$ cat src/rtl/keypad_scanner_pkg.sv
// Shared types and constants for the 4x4 keypad scanner: FSM encodings,
// scan classification and the helper that reduces a snapshot to a result.
package keypad_scanner_pkg;

  localparam int NUM_ROWS   = 4;
  localparam int NUM_COLS   = 4;
  localparam int KEY_CODE_W = 4;
  localparam int NUM_KEYS   = NUM_ROWS * NUM_COLS;

  typedef enum logic [1:0] {
    ST_IDLE       = 2'd0,
    ST_DEBOUNCE   = 2'd1,
    ST_PRESSED    = 2'd2,
    ST_RELEASE_DB = 2'd3
  } kp_state_e;

  typedef enum logic [1:0] {
    SCAN_NONE   = 2'd0,
    SCAN_SINGLE = 2'd1,
    SCAN_MULTI  = 2'd2
  } scan_kind_e;

  typedef struct packed {
    scan_kind_e            kind;
    logic [KEY_CODE_W-1:0] code;
  } scan_result_t;

  // Snapshot bit index equals row_index*NUM_COLS + col_index, i.e. the key code.
  function automatic scan_result_t classify(input logic [NUM_KEYS-1:0] snap);
    scan_result_t res;
    int unsigned  hits;
    hits     = 0;
    res.kind = SCAN_NONE;
    res.code = '0;
    for (int i = 0; i < NUM_KEYS; i++) begin
      if (snap[i]) begin
        hits++;
        res.code = KEY_CODE_W'(i);
      end
    end
    if (hits == 1) begin
      res.kind = SCAN_SINGLE;
    end else if (hits > 1) begin
      res.kind = SCAN_MULTI;
    end
    return res;
  endfunction

endpackage

$ cat src/rtl/keypad_scanner_if.sv
// Key-press handshake between the scanner and its consumer.
// key_valid rises with key_code stable; it stays high until the consumer
// pulses key_ack for one cycle, which clears key_valid and overrun on that edge.
interface keypad_scanner_if;
  import keypad_scanner_pkg::*;

  logic [KEY_CODE_W-1:0] key_code;
  logic                  key_valid;
  logic                  key_ack;
  logic                  key_down;
  logic                  overrun;

  modport master (
    output key_code,
    output key_valid,
    output key_down,
    output overrun,
    input  key_ack
  );

  modport slave (
    input  key_code,
    input  key_valid,
    input  key_down,
    input  overrun,
    output key_ack
  );

endinterface

$ cat src/rtl/keypad_scanner_sync2.sv
// Two-flop synchronizer for a bus of independent asynchronous levels
// (keypad rows, slide switches).
module keypad_scanner_sync2 #(
  parameter int             W       = 4,
  parameter logic [W-1:0]   RST_VAL = '1
) (
  input  logic         clk,
  input  logic         rst,
  input  logic [W-1:0] d,
  output logic [W-1:0] q
);

  logic [W-1:0] meta_q, meta_d;
  logic [W-1:0] sync_q, sync_d;

  always_comb begin
    meta_d = d;
    sync_d = meta_q;
  end

  always_ff @(posedge clk or posedge rst) begin
    if (rst) begin
      meta_q <= RST_VAL;
      sync_q <= RST_VAL;
    end else begin
      meta_q <= meta_d;
      sync_q <= sync_d;
    end
  end

  assign q = sync_q;

endmodule

$ cat src/rtl/keypad_scanner.sv
// 4x4 matrix keypad scanner: column drive, row sampling, scan-level
// debounce FSM and a held key-code register with valid/ack and overrun.
module keypad_scanner
  import keypad_scanner_pkg::*;
#(
  parameter int SCAN_DIV       = 5000,
  parameter int DEBOUNCE_SCANS = 3
) (
  input  logic                  clk,
  input  logic                  rst,
  input  logic [NUM_ROWS-1:0]   row,
  output logic [NUM_COLS-1:0]   col,
  keypad_scanner_if.master      kif,
  output kp_state_e             state_dbg
);

  localparam int DIV_W = (SCAN_DIV > 1) ? $clog2(SCAN_DIV) : 1;
  localparam int CNT_W = $clog2(DEBOUNCE_SCANS + 1);

  logic [NUM_ROWS-1:0]   row_sync;

  logic [DIV_W-1:0]      div_q, div_d;
  logic [1:0]            col_idx_q, col_idx_d;
  logic [NUM_KEYS-1:0]   snap_q, snap_d;
  kp_state_e             state_q, state_d;
  logic [KEY_CODE_W-1:0] cand_q, cand_d;
  logic [CNT_W-1:0]      cnt_q, cnt_d;
  logic [KEY_CODE_W-1:0] code_q, code_d;
  logic                  valid_q, valid_d;
  logic                  overrun_q, overrun_d;

  logic                  tc;
  logic                  scan_end;
  logic                  accept;
  logic [CNT_W-1:0]      cnt_inc;
  scan_result_t          scan_res;

  keypad_scanner_sync2 #(
    .W       (NUM_ROWS),
    .RST_VAL ({NUM_ROWS{1'b1}})
  ) u_row_sync (
    .clk (clk),
    .rst (rst),
    .d   (row),
    .q   (row_sync)
  );

  assign tc       = (div_q == DIV_W'(SCAN_DIV - 1));
  assign scan_end = tc && (col_idx_q == 2'd3);
  assign cnt_inc  = cnt_q + CNT_W'(1);

  // Divider, column index and snapshot; the last column's sample is folded
  // into snap_d so the classifier sees the complete scan on the scan-end edge.
  always_comb begin
    div_d     = tc ? '0 : div_q + DIV_W'(1);
    col_idx_d = tc ? col_idx_q + 2'd1 : col_idx_q;
    snap_d    = snap_q;
    if (tc) begin
      for (int r = 0; r < NUM_ROWS; r++) begin
        snap_d[{2'(r), col_idx_q}] = ~row_sync[r];
      end
    end
  end

  assign scan_res = classify(snap_d);

  always_comb begin
    state_d = state_q;
    cand_d  = cand_q;
    cnt_d   = cnt_q;
    accept  = 1'b0;
    if (scan_end) begin
      case (state_q)
        ST_IDLE: begin
          if (scan_res.kind == SCAN_SINGLE) begin
            state_d = ST_DEBOUNCE;
            cand_d  = scan_res.code;
            cnt_d   = CNT_W'(1);
          end
        end
        ST_DEBOUNCE: begin
          if (scan_res.kind == SCAN_SINGLE && scan_res.code == cand_q) begin
            cnt_d = cnt_inc;
            if (cnt_inc == CNT_W'(DEBOUNCE_SCANS)) begin
              state_d = ST_PRESSED;
              accept  = 1'b1;
            end
          end else if (scan_res.kind == SCAN_SINGLE) begin
            cand_d = scan_res.code;
            cnt_d  = CNT_W'(1);
          end else begin
            state_d = ST_IDLE;
          end
        end
        ST_PRESSED: begin
          // A multi-key scan keeps the held key alive; only an empty scan releases.
          if (scan_res.kind == SCAN_NONE) begin
            state_d = ST_RELEASE_DB;
            cnt_d   = CNT_W'(1);
          end
        end
        ST_RELEASE_DB: begin
          if (scan_res.kind == SCAN_NONE) begin
            cnt_d = cnt_inc;
            if (cnt_inc == CNT_W'(DEBOUNCE_SCANS)) begin
              state_d = ST_IDLE;
            end
          end else begin
            state_d = ST_PRESSED;
          end
        end
        default: state_d = ST_IDLE;
      endcase
    end
  end

  // An ack on the accept edge frees the register so the new code loads cleanly.
  always_comb begin
    code_d    = code_q;
    valid_d   = valid_q;
    overrun_d = overrun_q;
    if (kif.key_ack && valid_q) begin
      valid_d   = 1'b0;
      overrun_d = 1'b0;
    end
    if (accept) begin
      if (valid_q && !kif.key_ack) begin
        overrun_d = 1'b1;
      end else begin
        code_d  = cand_q;
        valid_d = 1'b1;
      end
    end
  end

  always_ff @(posedge clk or posedge rst) begin
    if (rst) begin
      div_q     <= '0;
      col_idx_q <= 2'd0;
      snap_q    <= '0;
      state_q   <= ST_IDLE;
      cand_q    <= '0;
      cnt_q     <= '0;
      code_q    <= '0;
      valid_q   <= 1'b0;
      overrun_q <= 1'b0;
    end else begin
      div_q     <= div_d;
      col_idx_q <= col_idx_d;
      snap_q    <= snap_d;
      state_q   <= state_d;
      cand_q    <= cand_d;
      cnt_q     <= cnt_d;
      code_q    <= code_d;
      valid_q   <= valid_d;
      overrun_q <= overrun_d;
    end
  end

  assign col           = ~(4'b0001 << col_idx_q);
  assign kif.key_code  = code_q;
  assign kif.key_valid = valid_q;
  assign kif.overrun   = overrun_q;
  assign kif.key_down  = (state_q == ST_PRESSED) || (state_q == ST_RELEASE_DB);
  assign state_dbg     = state_q;

endmodule
$ cat src/flat_wrapper.sv
// flat-port wrapper written by rule: the top's interface ports become plain ports
module keypad_scanner_flat import keypad_scanner_pkg::*;
#(
  parameter int SCAN_DIV       = 5000,
  parameter int DEBOUNCE_SCANS = 3
)
  (clk, rst, row, col, state_dbg, kif_key_code, kif_key_valid, kif_key_down, kif_overrun, kif_key_ack);
  keypad_scanner_if kif_i ();
  input  logic clk;
  input  logic rst;
  input  logic [NUM_ROWS-1:0] row;
  output logic [NUM_COLS-1:0] col;
  output kp_state_e state_dbg;
  output wire logic [$bits(kif_i.key_code)-1:0] kif_key_code;
  output wire logic [$bits(kif_i.key_valid)-1:0] kif_key_valid;
  output wire logic [$bits(kif_i.key_down)-1:0] kif_key_down;
  output wire logic [$bits(kif_i.overrun)-1:0] kif_overrun;
  input wire logic [$bits(kif_i.key_ack)-1:0] kif_key_ack;
  assign kif_key_code = kif_i.key_code;
  assign kif_key_valid = kif_i.key_valid;
  assign kif_key_down = kif_i.key_down;
  assign kif_overrun = kif_i.overrun;
  assign kif_i.key_ack = kif_key_ack;
  keypad_scanner #(.SCAN_DIV(SCAN_DIV), .DEBOUNCE_SCANS(DEBOUNCE_SCANS)) u_core (.clk(clk), .rst(rst), .row(row), .col(col), .kif(kif_i), .state_dbg(state_dbg));
endmodule
$ cat config.mk
export PLATFORM = sky130hd
export DESIGN_NAME = keypad_scanner_flat
export DESIGN_NICKNAME = d
export VERILOG_FILES = /design/src/rtl/keypad_scanner_pkg.sv /design/src/rtl/keypad_scanner_if.sv /design/src/rtl/keypad_scanner_sync2.sv /design/src/rtl/keypad_scanner.sv /design/src/flat_wrapper.sv
export SDC_FILE = /design/constraint.sdc
export NUM_CORES = 1
export LEC_CHECK = 0
export ABC_AREA = 0
export BUFFER_PORTS_ARGS = -buffer_cell sky130_fd_sc_hd__buf_2
export CORE_MARGIN = 2
export CORE_UTILIZATION = 45
export CTS_BUF_LIST = sky130_fd_sc_hd__clkbuf_16
export CTS_CLUSTER_DIAMETER = 50
export DETAILED_ROUTE_END_ITERATION = 12
export HOLD_SLACK_MARGIN = 0.08
export MAX_ROUTING_LAYER = met4
export PLACE_DENSITY = 0.71
export SYNTH_ARGS = -nofsm -noshare
export SYNTH_HDL_FRONTEND = slang
export SYNTH_SLANG_ARGS = --single-unit
$ cat constraint.sdc
create_clock -name clk -period 13.73 [get_ports clk]
set_input_delay 2.746 -clock clk [delete_from_list [all_inputs] [get_ports clk]]
set_output_delay 2.746 -clock clk [all_outputs]
set_load 0.03 [all_outputs]
==> reports/results.md, run 1 <==
Final layout
- total number of nets in the final design: 551
- area delta synth->final: 7.96%
- ratio of cells with drive above 1 in the final layout: 18.2%
- count of fill cells added during filler insertion: 995
- n_diodes: 0
- commonest non-fill, non-tap cell in the layout: nand2_1
- commonest non-fill, non-tap cells in the layout: 52 x nand2_1, 45 x dfrtp_1, 40 x nor2_1
- post-route non-filler standard cell count: 659

Run
- MaxCap Viol Count: 0

Placed design
- post-detailed-placement half-perimeter wirelength: 7.82 mm
- last weighted congestion value of the routability-driven placer: 0.906
- number of buffers inserted by port buffering: 19
- count of placed standard cells including taps: 651
- worst slack, placed: 2.04 ns

Synth
- warnings from Yosys: 0
- share of flip-flops with an asynchronous set or reset after synthesis: 100%
- Synth Net Count: 532
- post-synthesis instance area: 4750 µm²
- biggest area contributors in the synthesized netlist: dfrtp_1 24%, ha_1 5.8%, xnor2_1 4.6%
- Synth Area per Inst: 9.43 µm²
- number of distinct standard cells referenced by the synthesized netlist: 96
- sequential area share after synthesis: 28.2%
- FF+latch count, synth: 53
- simple-gate portion of the synthesized area: 21.0%
- combinational family with the most area after synthesis: simple AND/OR/NAND/NOR gates
- area share of the largest cell type after synthesis: 23.7%
- Compound-Gate Fraction of Synth Area: 17.2%
- synthesized instance count: 503
- fraction of synthesized cell area in xor and xnor cells: 15.5%
- dominant cell type by area after synthesis: dfrtp_1
- adder-cell share of the synthesized area: 6.01%
- most common flop cell mapped by yosys: dfrtp_1
- number of synthesized flops with an enable pin: 0
- multiplexer share of the synthesized area: 7.78%

STA
- final hold violation count: 0
- clock skew after layout: 0.0140 ns
- final period utilization: 86.5%
- final worst hold slack: 0.357 ns
- Max Fclk: 0.0842 GHz
- slew at the pin closest to its max-slew limit: 1.18 ns
- max-slew violation total from the final report: 0
- min cycle time layout: 11.87 ns
- RSZ-0062 raised after global routing: false
- Setup WS post-layout: 1.86 ns
- Max-slew headroom: 20.2%
- setup TNS: 0 ns
- setup violators final: 0

Clock network
- Bufs on Longest Clock Path: 2
- CTS root buffer: clkbuf_16
- level count of the clock H-tree: 2
- post-CTS resize count: 0
- insertion delay of the later-clocked pin in the worst-skew pair: 0.29 ns
- TritonCTS clock tree: done
- hold-fix buffers at CTS: 0
- clock-pin slew of the registers on the worst-case setup and hold paths: 0.07 ns
- number of clock buffers inserted by TritonCTS: 5
- number of buffers inserted by post-CTS setup repair: 0
- # clock sinks: 53

Worst hold path
- Worst Hold Endpoint: u_core.u_row_sync.q[0]$_DFF_PP1_
- hold path depth: 0
- launch instance of the worst min-delay path: u_core.u_row_sync.meta_q[0]$_DFF_PP1_
- min-delay worst type: flip-flop to flip-flop

Worst setup path
- critical path class: flip-flop to flip-flop
- delay contributed by the slowest stage of the critical path: 0.50 ns
- startpoint class of the critical path: flip-flop
- element type at the critical path end: flip-flop
- worst reg2reg path depth: 55
- endpoint of the most critical register-to-register path: u_core.cand_q[0]$_DFFE_PP0P_
- minimum setup slack among reg-to-reg paths: 1.86 ns
- data arrival time at the worst-slack endpoint: 12.04 ns
- most frequent CP cell: ha_1
- Crit Reg-Reg Startpoint: u_core.div_q[0]$_DFF_PP0_
- slowest CP cell: nor4b_4
- Max FO, Critical Path: 8
- Worst EP required: 13.90 ns

GRT
- via count of the first global-routing pass: 3713
- antenna violations before repair: 0
- wire length of the first global-routing pass: 17.6 mm
- pin count of the biggest net entering global routing: 54
- GRT Residual Overflow: 0
- all-layer global routing usage: 19.3%

Routing
- DRT Wirelength: 10.1 mm
- number of vias after detailed routing: 3690
- detailed router's first-iteration violation count: 186
- antenna-violating nets left: 0
- # DRC: 0
- average wire per standard cell: 15.3 µm
- total iterations of the first detailed-routing run: 4
- vias per cell: 5.60

Floorplanning
- Die Span X: 107 µm
- Core Rows: 37
- boundary pin count: 20
- Die Y: 107 µm
- initial standard-cell utilization of the core: 46.2%
- Total Die Area: 11400 µm²
- core footprint: 10300 µm²

Outcome
- outcome: complete, no violations

Pwr
- total power: 288 µW
- worst voltage drop across the vdd grid: 0.0000583 V
- power per unit of standard cell area: 56.2 nW/µm²
- total leakage power: 2.51 nW

==> metal layers <==
metal  wire length (µm)  share of wire, %  GRT usage (%)  up-vias
met2               4860                48           32.0       67
met4                 89              0.88           3.06        0
met5                  0                 0              -        -
li1                   -                 -              -     1830
met1               4820                48           26.0     1785
met3                288               2.9           2.37        8
==> through the flow <==
| step | area [µm²] | util (%) |
|---|---|---|
| 6_report | 5120 | 49.9 |
| 5_1_grt | 5120 | 49.9 |
| 4_1_cts | 5120 | 49.9 |
| 3_5_place_dp | 4980 | 48.5 |
| 3_3_place_gp | 4980 | 48.5 |
| 2_1_floorplan | 4750 | - |
==> area by class of cell <==
class / instances / area [µm²] / share of cell area (%)
Inverter: 42 / 163 / 3.17
Tap cell: 136 / 170 / 3.32
Clock buffer: 5 / 125 / 2.44
Sequential cell: 53 / 1340 / 26.1
Timing Repair Buffer: 21 / 110 / 2.15
Clock inverter: 3 / 17.5 / 0.342
Multi-Input combinational cell: 399 / 3200 / 62.5
==> cells in the mapped netlist (all sizes together), types with 8 or more instances <==
library cell and n:
xor2 15, nor2 42, nand4 10, xnor2 38
dfstp 8, dfrtp 45, a21oi 20, mux2 10
nor3 11, a21o 8, nand2 53, mux2i 20
o21ai 20, ha 22, inv 38, nand3 14
==> worst max path at each step <==
stage                              startpoint                            to  slack [ns]
global route        u_core.div_q[0]$_DFF_PP0_  u_core.cand_q[0]$_DFFE_PP0P_        0.88
finish              u_core.div_q[0]$_DFF_PP0_  u_core.cand_q[0]$_DFFE_PP0P_        1.86
detailed placement  u_core.div_q[0]$_DFF_PP0_  u_core.cand_q[0]$_DFFE_PP0P_        2.04
CTS                 u_core.div_q[0]$_DFF_PP0_  u_core.cand_q[0]$_DFFE_PP0P_        1.98
global placement    u_core.div_q[0]$_DFF_PP0_  u_core.cand_q[0]$_DFFE_PP0P_        2.52
floorplan           u_core.div_q[0]$_DFF_PP0_  u_core.cand_q[0]$_DFFE_PP0P_        3.07
==> worst max-delay path: cells and delay by family, from the launching register on <==
family          cells  cell delay, ns
compound gates     15            3.25
fa+ha+maj          14            4.23
buf+inv             2            0.23
flops               1            0.39
mux                 5            0.87
simple gates       19            2.78
==> registers in the layout, summed over array words and instances, names as in the netlist <==
register / cells
u_core.col_idx_q: 2
u_core.state_dbg: 2
u_core.u_row_sync.q: 4
u_core.cnt_q: 2
u_core.div_q: 13
u_core.kif.key_valid: 1
u_core.kif.key_code: 4
u_core.cand_q: 4
u_core.snap_q: 16
u_core.u_row_sync.meta_q: 4
u_core.kif.overrun: 1
==> kinds of logic (layout without fill, tap and decap cells) <==
group	Yosys count	in the layout
AND/OR/NAND/NOR	182	182
adder cells (fa/ha/maj)	23	23
AO/OA/AOI/OAI	105	105
flip-flops	53	53
buffers and inverters	51	71
XOR/XNOR	59	59
multiplexers	30	30
==> where the power goes <==
part | internal (mW) | switching (mW) | leakage [nW] | total, mW
logic | 0.00144 | 0.00483 | 1.74 | 0.00627
registers | 0.158 | 0.00105 | 0.698 | 0.160
clock network | 0.0673 | 0.0551 | 0.0754 | 0.122
total | 0.227 | 0.0610 | 2.51 | 0.288
(Power assumes the default switching activity.)
==> run 2, diff against run 1 <==
--- a/config.mk
+++ b/config.mk
@@ -6,7 +6,7 @@
 export NUM_CORES = 1
 export LEC_CHECK = 0
 export ABC_AREA = 0
-export BUFFER_PORTS_ARGS = -buffer_cell sky130_fd_sc_hd__buf_2
+export BUFFER_PORTS_ARGS = -buffer_cell sky130_fd_sc_hd__buf_4
 export CORE_MARGIN = 2
 export CORE_UTILIZATION = 45
 export CTS_BUF_LIST = sky130_fd_sc_hd__clkbuf_16
==> run 2 against run 1 <==
Non-clock buffer count up 1. Global-route usage grew 0.44 points. Cell area up 1.6%. Die area did not move. Critical path depth fell by 2. Setup slack improved by 0.036 ns. Count of clock-buffer cells in the layout is the same. Combinational power is 8.3% higher. Fmax rose by 0.30%. First-iteration DRC count decreased by 6.5%. Critical path type unchanged. Largest cell class unchanged.
==> reports/results.md, run 2 (synthesized netlist as in run 1, its figures left out) <==
Placed design
- last weighted congestion value of the routability-driven placer: 0.911
- post-detailed-placement half-perimeter wirelength: 8.00 mm
- number of buffers inserted by port buffering: 19
- count of placed standard cells including taps: 652

Pwr
- net load switching power: 65.0 µW
- total power: 312 µW
- proportion of power drawn by the clock network: 46.8%
- Logic pwr share: 2.2%
- sequential power share: 51.1%
- worst voltage drop across the vdd grid: 0.0000852 V
- total leakage power: 2.53 nW
- switching power share of the total: 20.8%
- power per unit of standard cell area: 60.0 nW/µm²
- Internal Power: 247 µW

Final layout
- max FFs per register: 16
- register name with the most flops: u_core.snap_q
- post-route non-filler standard cell count: 660
- n_diodes: 0
- commonest non-fill, non-tap cells in the layout: 52 x nand2_1, 45 x dfrtp_1, 40 x nor2_1
- final core occ: 50.7%
- commonest non-fill, non-tap cell in the layout: nand2_1
- ratio of cells with drive above 1 in the final layout: 18.3%
- total number of nets in the final design: 552
- area delta synth->final: 9.70%
- count of fill cells added during filler insertion: 937
- registers with the most flip-flops: u_core.snap_q (16), u_core.div_q (13)

GRT
- all-layer global routing usage: 19.7%
- wire length of the first global-routing pass: 17.9 mm
- via count of the first global-routing pass: 3767
- antenna violations before repair: 0
- GRT Residual Overflow: 0
- pin count of the biggest net entering global routing: 54

Routing
- detailed router's first-iteration violation count: 174
- vias per cell: 5.60
- # DRC: 0
- total iterations of the first detailed-routing run: 4
- antenna-violating nets left: 0
- average wire per standard cell: 15.5 µm
- number of vias after detailed routing: 3694
- DRT Wirelength: 10.3 mm

Clock network
- # clock sinks: 53
- hold-fix buffers at CTS: 0
- insertion delay of the later-clocked pin in the worst-skew pair: 0.29 ns
- TritonCTS clock tree: done
- clock-pin slew of the registers on the worst-case setup and hold paths: 0.07 ns
- Bufs on Longest Clock Path: 2
- CTS root buffer: clkbuf_16
- post-CTS resize count: 0
- level count of the clock H-tree: 2
- number of clock buffers inserted by TritonCTS: 5
- number of buffers inserted by post-CTS setup repair: 0

Floorplanning
- boundary pin count: 20
- Total Die Area: 11400 µm²
- Die Span X: 107 µm
- Core Rows: 37
- initial standard-cell utilization of the core: 46.2%
- Die Y: 107 µm
- core footprint: 10300 µm²

Worst setup path
- Max FO, Critical Path: 8
- delay contributed by the slowest stage of the critical path: 0.52 ns
- total buffers and inverters traversed by the critical path: 2
- most frequent CP cell: ha_1
- slowest CP cell: nor4b_4
- Worst EP required: 13.90 ns
- element type at the critical path end: flip-flop
- data arrival time at the worst-slack endpoint: 12.01 ns
- startpoint class of the critical path: flip-flop
- critical path class: flip-flop to flip-flop
- Worst path top cell family by delay: adder cells

STA
- RSZ-0062 raised after global routing: false
- final period utilization: 86.2%
- Max-slew headroom: 30.3%
- Max Fclk: 0.0845 GHz
- final hold violation count: 0
- min cycle time layout: 11.84 ns
- setup TNS: 0 ns
- clock skew after layout: 0.00583 ns
- setup violators final: 0
- max-slew violation total from the final report: 0
- slew at the pin closest to its max-slew limit: 1.02 ns

Outcome
- outcome: complete, no violations

Worst hold path
- min-delay worst type: flip-flop to flip-flop

Run
- MaxCap Viol Count: 0

==> run 2: area by class of cell <==
type	count	area, µm²	share of cell area, %
Sequential cell	53	1340	25.7
Clock buffer	5	125	2.40
Tap cell	136	170	3.27
Clock inverter	3	45.0	0.865
Inverter	42	163	3.12
Multi-Input combinational cell	399	3200	61.5
Timing Repair Buffer	22	165	3.17
==> run 2: metal layers <==
metal	global-route usage, %	up-vias	part of all wire, %
li1	-	1839	-
met1	25.6	1785	48
met2	33.4	60	48
met3	2.07	10	2.3
met4	4.55	0	1.5
met5	-	-	0
==> run 2: final timing paths <==
check / start / to / slack [ns] / cells after the start
max: u_core.div_q[0]$_DFF_PP0_ / u_core.cand_q[0]$_DFFE_PP0P_ / 1.89 / 53
min reg2reg: u_core.u_row_sync.meta_q[1]$_DFF_PP1_ / u_core.u_row_sync.q[1]$_DFF_PP1_ / 0.36 / 0
max reg2reg: u_core.div_q[0]$_DFF_PP0_ / u_core.cand_q[0]$_DFFE_PP0P_ / 1.89 / 53
min: u_core.u_row_sync.meta_q[1]$_DFF_PP1_ / u_core.u_row_sync.q[1]$_DFF_PP1_ / 0.36 / 0
min in group asynchronous: rst / u_core.div_q[0]$_DFF_PP0_ / 2.64 / 3
max in group asynchronous: rst / u_core.snap_q[1]$_DFF_PP0_ / 10.68 / 3
==> run 2: power by group through the flow <==
stage | logic, mW | clock network [mW] | registers [mW]
global route | 0.00783 | 0.155 | 0.160
global placement | 0.00699 | 0 | 0.162
finish | 0.00679 | 0.146 | 0.159
floorplan | 0.00346 | 0 | 0.163
CTS | 0.00711 | 0.148 | 0.159
detailed placement | 0.00708 | 0 | 0.162
==> run 2: metrics by stage <==
stage,hold slack [ns],cell area (µm²),setup WS [ns]
global placement,0.346,5040,2.55
global route,0.360,5210,1.01
CTS,0.358,5210,2.02
detailed placement,0.347,5040,2.12
floorplan,0.345,4750,3.07
finish,0.357,5210,1.89
